===== src/rtl/fetch_pkg.sv =====
// fetch_pkg: shared widths, NOP encoding and FIFO entry type for the fetch stage
package fetch_pkg;
  localparam int INSTR_W = 32;
  localparam logic [INSTR_W-1:0] NOP_INSTR = 32'h0000_0013;
  typedef struct packed {
    logic [INSTR_W-1:0] pc;
    logic [INSTR_W-1:0] instr;
  } fetch_entry_t;
endpackage


===== src/rtl/fetch_fifo.sv =====
// fetch_fifo: show-ahead FIFO with synchronous flush; the head is read directly from the register array
module fetch_fifo #(
  parameter int  DEPTH = 2,
  parameter type T     = logic [31:0]
) (
  input  logic                   clk,
  input  logic                   reset,
  input  logic                   flush,
  input  logic                   push,
  input  T                       push_data,
  input  logic                   pop,
  output T                       rd_data,
  output logic [$clog2(DEPTH):0] count
);
  localparam int AW = $clog2(DEPTH);
  T r_mem [DEPTH];
  logic [AW:0] r_wr;
  logic [AW:0] r_rd;
  logic        w_full;
  logic        w_pop;
  assign count   = r_wr - r_rd;
  assign w_full  = (r_wr ^ r_rd) == {1'b1, {AW{1'b0}}};
  assign w_pop   = pop && (r_wr != r_rd);
  assign rd_data = r_mem[r_rd[AW-1:0]];
  always_ff @(posedge clk) begin
    if (!reset || flush) begin
      r_wr <= '0;
      r_rd <= '0;
    end else begin
      if (push) r_wr <= r_wr + (AW+1)'(1);
      if (w_pop) r_rd <= r_rd + (AW+1)'(1);
    end
  end
  always_ff @(posedge clk) begin
    if (push && !flush) r_mem[r_wr[AW-1:0]] <= push_data;
  end
  always_ff @(posedge clk) begin
    if (reset && !flush && push && !w_pop) assert (!w_full);
  end
endmodule


===== src/rtl/fetch_unit.sv =====
// fetch_unit: PC, credit-limited imem requests, stale-response dropping and a registered
// instruction FIFO feeding the IF/ID handshake
module fetch_unit
  import fetch_pkg::*;
#(
  parameter logic [31:0] RESET_PC = 32'h0000_0000,
  parameter int          DEPTH    = 2
) (
  input  logic        clk,
  input  logic        reset,
  output logic        imem_req_valid,
  input  logic        imem_req_ready,
  output logic [31:0] iaddr,
  input  logic        imem_rsp_valid,
  input  logic [31:0] idata,
  input  logic        redirect_valid,
  input  logic [31:0] redirect_pc,
  output logic        ifid_valid,
  input  logic        ifid_ready,
  output logic [31:0] ifid_instr,
  output logic [31:0] ifid_pc
);
  localparam int CW = $clog2(DEPTH) + 1;
  logic [31:0]  r_pc_q;
  logic [CW-1:0] r_out_cnt;
  logic [CW-1:0] r_drop_cnt;
  logic [CW-1:0] w_out_nxt;
  logic [CW-1:0] w_fifo_cnt;
  logic [CW-1:0] w_pcq_cnt;
  logic [CW:0]   w_credit;
  logic [31:0]   w_pcq_head;
  logic          w_pop;
  logic          w_acc;
  logic          w_keep;
  fetch_entry_t  w_head;
  fetch_entry_t  w_push;
  assign w_pop          = ifid_valid && ifid_ready;
  assign w_credit       = {1'b0, r_out_cnt} + {1'b0, w_fifo_cnt} - (CW+1)'(w_pop);
  assign imem_req_valid = reset && (w_credit < (CW+1)'(DEPTH));
  assign iaddr          = r_pc_q;
  assign w_acc          = imem_req_valid && imem_req_ready;
  assign w_keep         = imem_rsp_valid && (r_drop_cnt == '0) && !redirect_valid;
  assign w_out_nxt      = r_out_cnt + CW'(w_acc) - CW'(imem_rsp_valid);
  assign w_push         = '{pc: w_pcq_head, instr: idata};
  assign ifid_valid     = w_fifo_cnt != '0;
  assign ifid_instr     = ifid_valid ? w_head.instr : NOP_INSTR;
  assign ifid_pc        = ifid_valid ? w_head.pc : r_pc_q;
  // out_cnt counts every outstanding request, dropped or not, so it alone bounds imem occupancy
  always_ff @(posedge clk) begin
    if (!reset) begin
      r_pc_q     <= RESET_PC;
      r_out_cnt  <= '0;
      r_drop_cnt <= '0;
    end else begin
      r_out_cnt  <= w_out_nxt;
      r_pc_q     <= redirect_valid ? (redirect_pc & ~32'd3) : w_acc ? r_pc_q + 32'd4 : r_pc_q;
      r_drop_cnt <= redirect_valid ? w_out_nxt
                  : (imem_rsp_valid && r_drop_cnt != '0) ? r_drop_cnt - CW'(1) : r_drop_cnt;
    end
  end
  fetch_fifo #(.DEPTH(DEPTH), .T(logic [31:0])) u_pcq (
    .clk       (clk),
    .reset     (reset),
    .flush     (redirect_valid),
    .push      (w_acc),
    .push_data (r_pc_q),
    .pop       (w_keep),
    .rd_data   (w_pcq_head),
    .count     (w_pcq_cnt)
  );
  fetch_fifo #(.DEPTH(DEPTH), .T(fetch_entry_t)) u_fifo (
    .clk       (clk),
    .reset     (reset),
    .flush     (redirect_valid),
    .push      (w_keep),
    .push_data (w_push),
    .pop       (w_pop),
    .rd_data   (w_head),
    .count     (w_fifo_cnt)
  );
  always_ff @(posedge clk) begin
    if (reset) assert (w_pcq_cnt <= r_out_cnt);
  end
endmodule


===== config.mk =====
export PLATFORM = sky130hd
export DESIGN_NAME = fetch_unit
export DESIGN_NICKNAME = d
export VERILOG_FILES = /design/src/rtl/fetch_pkg.sv /design/src/rtl/fetch_fifo.sv /design/src/rtl/fetch_unit.sv
export SDC_FILE = /design/constraint.sdc
export NUM_CORES = 1
export LEC_CHECK = 0
export BUFFER_PORTS_ARGS = -buffer_cell sky130_fd_sc_hd__buf_2
export CAP_MARGIN = 15
export CORE_UTILIZATION = 59
export CTS_CLUSTER_SIZE = 8
export DETAILED_ROUTE_END_ITERATION = 10
export PLACE_DENSITY = 0.94
export SLEW_MARGIN = 20
export SYNTH_ARGS = -nofsm -noshare
export SYNTH_HDL_FRONTEND = slang
export SYNTH_SLANG_ARGS = --single-unit

===== constraint.sdc =====
create_clock -name clk -period 13.35 [get_ports clk]
set_clock_uncertainty 0.1 [all_clocks]
set_input_delay 0.6675 -clock clk [delete_from_list [all_inputs] [get_ports clk]]
set_output_delay 0.6675 -clock clk [all_outputs]
set_load 0.01 [all_outputs]

==> flow_summary.yaml <==
setup_path:
  critPathMaxFanout: 31
  critPathCaptureType: "flip-flop"
  crit_end: "u_pcq.r_mem[1][24]"
  cp-start-kind: "flip-flop"
  required_ns: 13.40
  cp.arrival_ns: 4.49
  startpoint: "u_fifo.r_rd[0]"
  criticalPathCategory: "reg2reg"
  r2r_cells: 9
  reg2reg_setup_slack_ns: 8.91
  reg2reg_to: "u_pcq.r_mem[1][24]"
  rr_startpoint: "u_fifo.r_rd[0]"
clocking:
  root_buffer: "clkbuf_16"
  numCtsBuffers: 34
  clk_transition_reported_paths_ns: 0.05
  clk_path_buf_depth: 3
  hold_buffers: 0
  clock-sinks: 228
  cts_resized: 0
  htreeDepth: 2
  post_cts_buffers: 0
  tritoncts: "built"
  clk_latency_ns: 0.49
drt:
  first_pass_iters: 6
  vias: 6928
  wire_per_inst_um: 20.49
  ant_nets: 0
  routed_wirelength_um: 22970
  drc: 0
  vias_per_cell: 6.180
  drt-initial-drc-count: 643
global_route:
  grt_first_pass_wirelength_um: 34990
  antenna_found_initial: 0
  grt_usage: 0.2744
  grt_pass1_vias: 6814
  grt_overflow: 0
  grt_max_degree: 64
pwr:
  combPwrFrac: 0.119
  clkPwrFrac: 0.417
  p_switching_uw: 447.7
  leakagePower_nw: 4.234
  power.internal_mw: 1.392
  sw_frac_of_total: 0.2433
  powerDensity_nw_per_um2: 157.8
  pwr-share-seq: 0.464
  peakVddDrop_v: 0.00008645
timing:
  hold_viol_final: 0
  max_freq_ghz: 0.2255
  drv_slew: 0
  fin_crit_ns: 4.435
  fin_setup_tns_ns: 0
  tightest_slew_ns: 1.015
  setup_slack_ns: 8.915
  finalCritPeriodShare: 0.3322
  finalSetupViolations: 0
  grt_setup_unrepaired: "false"
  maxSlewHeadroom: 0.3181
hold_path:
  hold_depth: 1
  min_path_type: "in2reg"
status:
  status: "complete, no violations"
floorplan:
  rows: 46
  io_pins: 168
  die_h_um: 130.2
  initial_core_util: 0.6085
  die_width_um: 130.2
  die-area_sq_um: 16960
  core-area_sq_um: 15940
placement:
  place_hpwl_um: 13690
  portBuffers: 161
  place_congestion: 0.8787
  post-place-ws_ns: 8.754
synth:
  ys.flop_type: "edfxtp_1"
  syn_inst: 730
  async_flop_share: 0
  ys_types: 55
  synth_edf_count: 184
  avgSynthCellArea_sq_um: 13.29
  yosys_warnings: 0
  seq_area_frac_synth: 0.6604
  ys_ff_latch: 228
  synth_area_sq_um: 9701
cells_and_area:
  drive_gt1_frac: 0.2785
  final_common_cell: "edfxtp_1"
  final_cell_mix: "184 x edfxtp_1, 161 x buf_2, 66 x mux2i_1, 53 x o21ai_0, 47 x nand3_1"
  areaGrowthSynthToFinish_pct: 20.24
  fillers: 1028
  utilization: 0.7316
  fin_nets: 966
  antenna_cells: 0
flow_run:
  cap_viol_max_count: 0
[per-stage QoR]
step	total power, mW	std cells	hold WS, ns	cell area [sq um]
4_1_cts	1.842	1120	0.2527	11630
2_1_floorplan	0.9932	733	0.3651	9712
6_report	1.840	1121	0.2668	11660
3_5_place_dp	1.076	1067	0.3969	10660
3_3_place_gp	1.064	1067	0.3770	10660
5_1_grt	1.900	1121	0.2513	11660
[cell type report]
type,instances,area (sq um),area share
tap,216,270.3,0.02317
inverter,15,56.30,0.004827
sequential,228,6411,0.5497
multi-input combinational,438,3063,0.2626
clock inverter,1,8.758,0.0007509
timing repair buffer,171,893.4,0.07659
clock buffer,52,960.9,0.08239
[worst min-delay path by stage]
| stage | startpoint | endpoint |
|---|---|---|
| 2_1_floorplan | u_fifo.r_rd[1] | u_fifo.r_rd[1] |
| 3_3_place_gp | u_fifo.r_rd[1] | u_fifo.r_rd[1] |
| 3_5_place_dp | u_fifo.r_rd[1] | u_fifo.r_rd[1] |
| 4_1_cts | idata[25] | u_fifo.r_mem[1][25] |
| 5_1_grt | idata[10] | u_fifo.r_mem[1][10] |
| 6_report | idata[25] | u_fifo.r_mem[1][25] |
[critical path, cell delays in order, from the launching register on]
cell     delay, ns
dfxtp_1       0.41
ha_1          0.26
xor2_2        0.18
buf_4         0.39
ha_1          0.33
fa_1          0.48
xor2_1        0.38
nand2_1       0.42
nor3_4        0.70
buf_4         0.44
[power by group through the flow]
stage	Sequential (mW)	Clock (mW)	Combinational [mW]
floorplan	0.859	0	0.135
global placement	0.863	0	0.201
detailed placement	0.866	0	0.210
CTS	0.854	0.775	0.213
global route	0.857	0.804	0.239
finish	0.854	0.767	0.219
[kinds of logic (layout without fill, tap and decap cells)]
logic type / Yosys count / count (layout) / synth area share
xor gates and xnor gates: 18 / 18 / 0.01625
muxes: 96 / 96 / 0.1029
adders and majority gates: 8 / 8 / 0.01109
other: 1 / 4 / 0.0003866
AOI/OAI and AO/OA: 112 / 112 / 0.07249
and+or+nand+nor: 200 / 200 / 0.1080
DFF: 228 / 228 / 0.6604
buffers and inverters: 67 / 239 / 0.02850
[Yosys cell counts, types with 13 or more instances]
library cell / count / area [sq um]
inv_1: 15 / 56.30
edfxtp_1: 184 / 5525
dfxtp_1: 44 / 880.8
nor2_1: 44 / 165.2
xnor2_1: 13 / 113.9
o21ai_0: 53 / 265.3
mux2i_1: 66 / 660.6
a31oi_1: 13 / 81.33
nor3_1: 13 / 65.06
mux2_2: 30 / 337.8
clkbuf_1: 44 / 165.2
nand3_1: 47 / 235.2
nand2_1: 24 / 90.09
nand4_1: 15 / 93.84
[flip-flops by register name, indices dropped and copies added, names as in the netlist, named ones only]
signal	flops
u_pcq.r_wr	2
r_out_cnt	2
iaddr	30
r_drop_cnt	2
u_fifo.r_wr	2
u_fifo.r_rd	2
u_fifo.r_mem	124
u_pcq.r_rd	2
u_pcq.r_mem	60
[metal layers]
layer  wire, um  global-route usage  part of all wire  vias up
met5          0                   0                 0        -
met4        782              0.1430             0.034        0
met3       1950             0.05371             0.085       80
met2      11310              0.4615              0.49      418
met1       8926              0.3373              0.39     3344
li1           -                   -                 -     3086
Note: power is estimated with default switching activity, not from simulation.
